<file path="config.mk">
export PLATFORM = sky130hd
export DESIGN_NAME = ica_output_serializer
export DESIGN_NICKNAME = d
export VERILOG_FILES = /design/src/rtl/ica_pkg.sv /design/src/rtl/ica_frame_fifo.sv /design/src/rtl/ica_output_serializer.sv
export SDC_FILE = /design/constraint.sdc
export NUM_CORES = 1
export LEC_CHECK = 0
export CORE_ASPECT_RATIO = 0.9
export CORE_MARGIN = 1
export CORE_UTILIZATION = 60
export CTS_CLUSTER_SIZE = 30
export DETAILED_ROUTE_END_ITERATION = 12
export HOLD_SLACK_MARGIN = 0.06
export PLACE_DENSITY = 0.77
export SYNTH_ARGS = -nofsm -noshare
export SYNTH_HDL_FRONTEND = slang
export SYNTH_SLANG_ARGS = --single-unit
</file>
<file path="constraint.sdc">
create_clock -name clk -period 9.3 [get_ports clk]
set_input_delay 1.86 -clock clk [delete_from_list [all_inputs] [get_ports clk]]
set_output_delay 1.86 -clock clk [all_outputs]
set_load 0.02 [all_outputs]
</file>
<file path="src/rtl/ica_pkg.sv">
// ica_pkg: shared types and helpers for the ICA output paths.
//   Y_W / OUT_W / NCH : source width, output sample width, channels per frame
//   frame_t           : NCH packed OUT_W-bit signed samples (index 0 = y1)
//   state_t           : serializer FSM states
//   sat_round()       : round-half-up right shift then saturate to OUT_W bits
package ica_pkg;
  localparam int Y_W   = 26;
  localparam int OUT_W = 16;
  localparam int NCH   = 4;

  typedef logic [NCH-1:0][OUT_W-1:0] frame_t;
  typedef enum logic {IDLE, SEND} state_t;

  localparam logic signed [Y_W:0] SAT_MAX = (Y_W+1)'(2**(OUT_W-1) - 1);
  localparam logic signed [Y_W:0] SAT_MIN = ~SAT_MAX;

  // One extra bit of headroom so adding the rounding constant to the
  // largest positive input cannot wrap.
  function automatic logic [OUT_W-1:0] sat_round(input logic [Y_W-1:0] y, input int shift);
    logic [Y_W:0]        rnd;
    logic signed [Y_W:0] t;
    logic signed [Y_W:0] r;
    rnd = (Y_W+1)'(1) << (shift - 1);
    t   = $signed({y[Y_W-1], y} + rnd);
    r   = t >>> shift;
    if (r > SAT_MAX)      sat_round = {1'b0, {(OUT_W-1){1'b1}}};
    else if (r < SAT_MIN) sat_round = {1'b1, {(OUT_W-1){1'b0}}};
    else                  sat_round = r[OUT_W-1:0];
  endfunction
endpackage

</file>
<file path="src/rtl/ica_frame_fifo.sv">
// ica_frame_fifo: synchronous FIFO of whole frames.
//   clk, rst   : clock, synchronous active-high reset (pointers/level only)
//   push, din  : write a frame (caller guarantees not full unless popping)
//   pop, dout  : dout is the head frame, valid combinationally while level>0
//   level      : frames stored, 0..DEPTH
module ica_frame_fifo import ica_pkg::*; #(
  parameter int DEPTH = 16
) (
  input  logic                   clk,
  input  logic                   rst,
  input  logic                   push,
  input  frame_t                 din,
  input  logic                   pop,
  output frame_t                 dout,
  output logic [$clog2(DEPTH):0] level
);
  localparam int AW = $clog2(DEPTH);
  localparam int LW = AW + 1;

  frame_t        mem [DEPTH];
  logic [AW-1:0] wr_ptr;
  logic [AW-1:0] rd_ptr;

  always_ff @(posedge clk)
    if (push) mem[wr_ptr] <= din;

  // DEPTH is a power of 2, so pointers wrap naturally.
  always_ff @(posedge clk) begin
    if (rst) begin
      wr_ptr <= '0;
      rd_ptr <= '0;
      level  <= '0;
    end else begin
      if (push) wr_ptr <= wr_ptr + AW'(1);
      if (pop)  rd_ptr <= rd_ptr + AW'(1);
      case ({push, pop})
        2'b10:   level <= level + LW'(1);
        2'b01:   level <= level - LW'(1);
        default: level <= level;
      endcase
    end
  end

  assign dout = mem[rd_ptr];
endmodule

</file>
<file path="src/rtl/ica_output_serializer.sv">
// ica_output_serializer: captures FastICA frames (y1..y4), rounds/saturates
// each channel to 16 bits, buffers frames, and streams one channel per cycle.
//   clk, rst              : clock, synchronous active-high reset
//   in_valid, y1..y4      : one-cycle frame strobe and 26-bit signed sources
//   out_valid/out_ready   : output handshake
//   out_data/chan/last    : sample, channel 0..3, last on channel 3
//   level                 : frames in the FIFO (not counting the one being sent)
//   drop_count            : frames lost to a full FIFO, saturating
module ica_output_serializer import ica_pkg::*; #(
  parameter int DEPTH = 16,
  parameter int SHIFT = 8
) (
  input  logic                   clk,
  input  logic                   rst,
  input  logic                   in_valid,
  input  logic [Y_W-1:0]         y1,
  input  logic [Y_W-1:0]         y2,
  input  logic [Y_W-1:0]         y3,
  input  logic [Y_W-1:0]         y4,
  output logic                   out_valid,
  input  logic                   out_ready,
  output logic [OUT_W-1:0]       out_data,
  output logic [1:0]             out_chan,
  output logic                   out_last,
  output logic [$clog2(DEPTH):0] level,
  output logic [15:0]            drop_count
);
  localparam int LW = $clog2(DEPTH) + 1;

  logic [NCH-1:0][Y_W-1:0] y_in;
  frame_t                  conv;
  frame_t                  s1_frame;
  logic                    s1_valid;

  assign y_in = {y4, y3, y2, y1};

  for (genvar c = 0; c < NCH; c++) begin : g_lane
    assign conv[c] = sat_round(y_in[c], SHIFT);
  end

  always_ff @(posedge clk) begin
    if (rst) begin
      s1_valid <= 1'b0;
      s1_frame <= '0;
    end else begin
      s1_valid <= in_valid;
      if (in_valid) s1_frame <= conv;
    end
  end

  // FIFO and push/drop decision
  frame_t fifo_dout;
  logic   push, pop, drop, nonempty, full;

  assign nonempty = level != '0;
  assign full     = level == LW'(DEPTH);
  // A pop in the same cycle frees a slot, so a full FIFO still accepts.
  assign push     = s1_valid && (!full || pop);
  assign drop     = s1_valid && !push;

  ica_frame_fifo #(.DEPTH(DEPTH)) u_fifo (
    .clk   (clk),
    .rst   (rst),
    .push  (push),
    .din   (s1_frame),
    .pop   (pop),
    .dout  (fifo_dout),
    .level (level)
  );

  always_ff @(posedge clk) begin
    if (rst)                                drop_count <= '0;
    else if (drop && drop_count != 16'hFFFF) drop_count <= drop_count + 16'd1;
  end

  // Send FSM
  state_t     state, state_d;
  logic [1:0] chan, chan_d;
  frame_t     send_frame, frame_d;

  always_ff @(posedge clk) begin
    if (rst) begin
      state      <= IDLE;
      chan       <= '0;
      send_frame <= '0;
    end else begin
      state      <= state_d;
      chan       <= chan_d;
      send_frame <= frame_d;
    end
  end

  always_comb begin
    state_d = state;
    chan_d  = chan;
    frame_d = send_frame;
    pop     = 1'b0;
    case (state)
      IDLE: if (nonempty) begin
        pop     = 1'b1;
        frame_d = fifo_dout;
        chan_d  = '0;
        state_d = SEND;
      end
      SEND: if (out_ready) begin
        if (chan != 2'd3) begin
          chan_d = chan + 2'd1;
        end else if (nonempty) begin
          // Reload straight from the FIFO head: no bubble between frames.
          pop     = 1'b1;
          frame_d = fifo_dout;
          chan_d  = '0;
        end else begin
          chan_d  = '0;
          state_d = IDLE;
        end
      end
      default: state_d = IDLE;
    endcase
  end

  assign out_valid = state == SEND;
  assign out_chan  = chan;
  assign out_last  = out_valid && chan == 2'd3;
  assign out_data  = out_valid ? send_frame[chan] : '0;
endmodule

</file>
Word level (Yosys, flattened, before mapping)
Memories as Yosys holds them, arrays and structs flattened. A register that Yosys moved wholly into a read port is not among the register bits.
Cells that the tools add are included.
{ "classes": {"n_addsub": 10, "order_cmp": 9, "eq_ne": 9, "n_mux": 31, "n_bitwise": 1, "reduce_logical": 11} }
{ "ops": {"columns": ["operator", "n"], "rows": [
  ["$mux 64", 3],
  ["$mux 16", 10],
  ["$pmux 64 s2", 1],
  ["$add 26x9->27 const B", 4],
  ["$gt 19x16->1 const B", 4],
  ["$lt 19x16->1 const B", 4],
  ["$bmux 16 s2", 1],
  ["$add 16x1->16 const B", 1],
  ["$ne 16x16->1 const B", 1],
  ["$pmux 5 s2", 1],
  ["$add 4x1->4 const B", 2],
  ["$mux 4", 2],
  ["$ne 2x2->1 const B", 4],
  ["$mux 1", 7],
  ["$mux 2", 3],
  ["$add 5x1->5 const B", 1],
  ["$eq 5x5->1 const B", 1],
  ["$reduce_bool 5->1", 1],
  ["$sub 5x1->5 const B", 1],
  ["$eq 2x2->1 const B", 2],
  ["$logic_and 1x1->1", 4],
  ["$pmux 1 s2", 2],
  ["$pmux 2 s2", 1],
  ["$reduce_and 2->1", 2],
  ["7 further kinds", 8]
]} }
{ "totals": {"register_bits": 161, "ram_bits": 1024, "inputBits": 108, "output_inout_bits": 41, "elab_cells": 87, "mem_count": 1} }
{ "mem_list": {"columns": ["memory", "depth", "word_bits", "rd", "rd_ports_with_merged_regs", "write_ports", "line", "source"], "rows": [
  ["u_fifo.mem", 16, 64, 1, 1, 1, "ica_frame_fifo.sv:20", "frame_t mem [DEPTH];"]
]} }

Depth between registers and ports, before layout
{ "logic_depth": {"ltp_word": 10, "mapped_depth": 16, "depth_no_buf": 14} }

By module
A second synthesis with hierarchy kept.
{ "hier_totals": {"hier_cells": 2537, "hier_area_um2": 46422.0} }
{ "modules_own_cells": {"columns": ["mod", "instances", "cells_per_inst", "area_each_um2", "seq_area_each_um2"], "rows": [
  ["ica_frame_fifo", 1, 1667, 39122.5, 31089.8],
  ["ica_output_serializer", 1, 870, 7299.5, 2962.8]
]} }

Least setup slack after synthesis
Ideal clock, no wire load.
{ "synth_timing": {"path_type": "input port to flip-flop", "startpoint": "in out_ready", "endpoint": "mem u_fifo.mem[3][0] (netlist bit), enable pin", "setup_ns": 0.564, "arrival_ns": 7.041, "required_time_ns": 8.736, "setup_slack_ns": 1.695, "cell_stages": 4, "n_path_buf": 0, "path_cell_list": "a21boi_0 a31oi_1 nand2_1 nor3_1"} }
{ "synth_between": {"elab_chain_len": 6} }
{ "synth_rtl": {"columns": ["item", "line", "source"], "rows": [
  ["start, declared", "ica_output_serializer.sv:21", "input logic out_ready,"],
  ["$mux 1", "ica_output_serializer.sv:105", "SEND: if (out_ready) begin"],
  ["$pmux 1 s2", "ica_output_serializer.sv:98", "case (state)"],
  ["$logic_or 1x1->1", "ica_output_serializer.sv:58", "assign push = s1_valid && (!full || pop);"],
  ["$logic_and 1x1->1", "ica_output_serializer.sv:58", null],
  ["$mux 1", "ica_frame_fifo.sv:25", "if (push) mem[wr_ptr] <= din;"],
  ["$mux 1 (not written as such)", "ica_frame_fifo.sv:25", null],
  ["end, declared", "ica_frame_fifo.sv:20", null]
]} }
Every way passes these cells.

Final worst setup path
{ "layout_timing": {"startpoint": "in out_ready", "endpoint": "mem u_fifo.mem[4][29] (netlist bit), enable pin"} }
The elaborated chain is that of the path after synthesis.

==> impl_metrics.py <==
metrics = {
    "outcome": {
        "status": "finished clean",
    },
    "power": {
        "swShare": 0.256,
        "vdd_ir_drop_max_mv": 0.183,
        "p_int_mw": 9.98,
        "p_leak_nw": 16.7,
        "p_per_area_nw_per_um2": 253,
        "pwr-share-clk": 0.357,
        "p_switching_mw": 3.43,
        "p_total_mw": 13.4,
        "p_seq_frac": 0.473,
        "p_comb_frac": 0.171,
    },
    "floorplanning": {
        "chipWidth_microns": 296,
        "placementRows": 96,
        "dieArea_sq_um": 79000,
        "coreArea_sq_um": 76600,
        "io_pins": 149,
        "die_h_microns": 267,
        "initial_core_util": 0.610,
    },
    "synthesis": {
        "syn_area_sq_um": 46700,
        "synth_flop_cell": "edfxtp_1",
        "synthXorXnorAreaFrac": 0.0144,
        "synth-seq-cells": 1189,
        "synthAdderAreaFrac": 0.00402,
        "yosysTopAreaCellShare": 0.658,
        "synth.yosys.seq_area_share": 0.729,
        "synth-edff-count": 1024,
        "yosysWarnings": 0,
        "synth_mux_area_frac": 0.163,
        "synthCells": 2480,
        "yosysUniqueCellTypes": 67,
        "syn_area_per_cell_sq_um": 18.8,
        "yosys-top-cells-area": "edfxtp_1 (66%), mux4_2 (16%), dfxtp_1 (7.1%)",
        "synth_top_family_by_area": "multiplexers",
        "synth_nets": 2603,
        "synth_top_area_cell": "edfxtp_1",
        "synth-simple-area-share": 0.0501,
        "async_flop_share": 0,
        "synth_compound_area_frac": 0.0268,
    },
    "routing": {
        "viasPerCell": 6.56,
        "dr.pass1.iters": 6,
        "drc_errors": 0,
        "postRouteAntennaNets": 0,
        "first_iter_violations": 2894,
        "routed_wl_microns": 111000,
        "wl_per_cell_microns": 29.7,
        "dr_total_vias": 24600,
    },
    "cts": {
        "post_cts_resize_count": 0,
        "cts_made_buffers": 111,
        "clkLatencyLatePin_ns": 0.67,
        "htreeDepth": 3,
        "path_clk_slew_ns": 0.06,
        "postCtsSetupBuffers": 0,
        "cts_hold_buffers": 0,
        "clk_path_buf_depth": 3,
        "clock_sinks": 1189,
        "ctsRootBufferMaster": "clkbuf_16",
        "cts_tree": "built",
    },
    "critical_path": {
        "cp_common_cell": "buf_4",
        "required_ns": 9.57,
        "worst_path_max_delay_cell": "buf_4",
        "cpPeakStageDelay_ns": 0.92,
        "cp-end-kind": "flop",
        "crit_path_start_kind": "input pin",
        "crit_chain": "clkdlybuf4s50_1 > a21boi_0 > a31oi_1 > buf_4 > nand2_1 > nor2_4 > buf_4",
        "crit_path_max_fanout": 45,
        "critPathKind": "input pin to flop",
        "cp.arrival_ns": 5.04,
    },
    "cells_and_area": {
        "final_common_cell": "edfxtp_1",
        "syn_to_final_growth_pct": 13.4,
        "multi_input_area_sq_um": 12200,
        "antenna_cells": 0,
        "ff_latch_area_sq_um": 34100,
        "final_core_util": 0.692,
        "fill_cells": 4575,
        "stdcell_area_sq_um": 53000,
        "final_nets": 2741,
        "drive_gt1_frac": 0.226,
        "mostFrequentLayoutCells": "edfxtp_1 (1,024), mux4_2 (336), nand2_1 (255), dfxtp_1 (161), nor2_1 (121)",
    },
    "grt": {
        "grt_pass1_wl_microns": 163000,
        "grt_antenna_before_repair": 3,
        "grt_pass1_vias": 25300,
        "grt_max_degree": 160,
        "overflow": 0,
        "grtUsageTotal": 0.288,
    },
    "sta": {
        "setup-violations-final": 0,
        "tns_ns": 0,
        "slew_headroom": 0.223,
        "post-route-period-util": 0.512,
        "skew_ns": 0.0223,
        "slew_viol_final": 0,
        "period_needed_ns": 4.76,
        "whs_ns": 0.454,
        "fmax_ghz": 0.210,
        "rsz0062_at_grt": "false",
        "hold_violations": 0,
        "worst-slew-pin-transition_ns": 1.17,
    },
    "flow_run": {
        "cap_viol_max_count": 0,
    },
    "hold_path": {
        "hp-class": "flop to flop",
    },
    "placed_design": {
        "placedInstanceArea_sq_um": 49100,
        "dpl.hpwl_microns": 56000,
        "gp_congestion": 0.830,
        "io_buffers": 120,
    },
}
[state kept, by name, indices dropped and copies added (netlist names), named ones only]
signal         flops
drop_count        16
out_chan           2
out_valid          1
s1_frame          64
s1_valid           1
send_frame        64
u_fifo.level       5
u_fifo.mem      1024
u_fifo.rd_ptr      4
u_fifo.wr_ptr      4
[power groups by stage]
stage / Sequential (mW) / Clock, mW / Combinational [mW]
2_1_floorplan: 6.29 / 0 / 1.69
5_1_grt: 6.37 / 5.01 / 2.44
6_report: 6.34 / 4.78 / 2.29
3_5_place_dp: 6.44 / 0 / 2.25
3_3_place_gp: 6.41 / 0 / 2.20
4_1_cts: 6.33 / 4.83 / 2.29
[critical path: cells and delay by family]
family	cells	cell delay [ns]
AND/OR/NAND/NOR	2	1.09
buffers and inverters	3	1.68
AO/OA/AOI/OAI	2	0.36
[through the flow]
stage	worst slack [ns]	cells
after global placement	4.03	3534
after detailed placement	3.91	3534
final	4.54	3746
after floorplan	1.70	2480
after CTS	4.62	3746
after global routing	4.51	3746
[cells in the mapped netlist, types with 15 or more instances]
cell type	count
nor3_1	16
edfxtp_1	1024
nand2_1	256
nand3_1	34
dfxtp_1	165
xor2_1	39
and2_1	19
a211oi_1	42
mux4_2	336
nor2_1	133
ha_1	15
clkbuf_1	89
nand4_1	15
xnor2_1	38
a21oi_1	85
buf_2	31
[metal layers]
metal | global-route usage | wire [microns] | vias to the layer above
li1 | - | - | 10200
met1 | 0.382 | 41200 | 12700
met2 | 0.476 | 55700 | 1438
met3 | 0.0647 | 10700 | 244
met4 | 0.0997 | 3800 | 6
met5 | 0 | 45 | -
[path summary, 6_finish.rpt]
kind              cells past startpoint                     endpoint  slack [ns]                        from
setup reg to reg                      8  u_fifo.mem[4][29]$_DFFE_PP_        5.37    out_chan[1]$_SDFFE_PP0P_
setup / recovery                      7  u_fifo.mem[4][29]$_DFFE_PP_        4.54                   out_ready
hold reg to reg                       2   send_frame[9]$_SDFFE_PP0P_        0.45  send_frame[9]$_SDFFE_PP0P_
hold / removal                        2   send_frame[9]$_SDFFE_PP0P_        0.45  send_frame[9]$_SDFFE_PP0P_
[cells by family after synthesis]
logic type      count (synthesis)
compound gates                188
xor+xnor                       77
fa+ha+maj                      15
buf+inv                       146
flops                        1189
mux                           340
simple gates                  525
[layout make-up]
class / instances / area share
clock buffers: 161 / 0.0618
inverters: 12 / 0.000850
multi-input cells: 1145 / 0.230
flip-flops and latches: 1189 / 0.643
well taps: 1029 / 0.0243
clock inverters: 51 / 0.0123
repair buffers: 159 / 0.0286
Note: power is estimated with default switching activity, not from simulation.
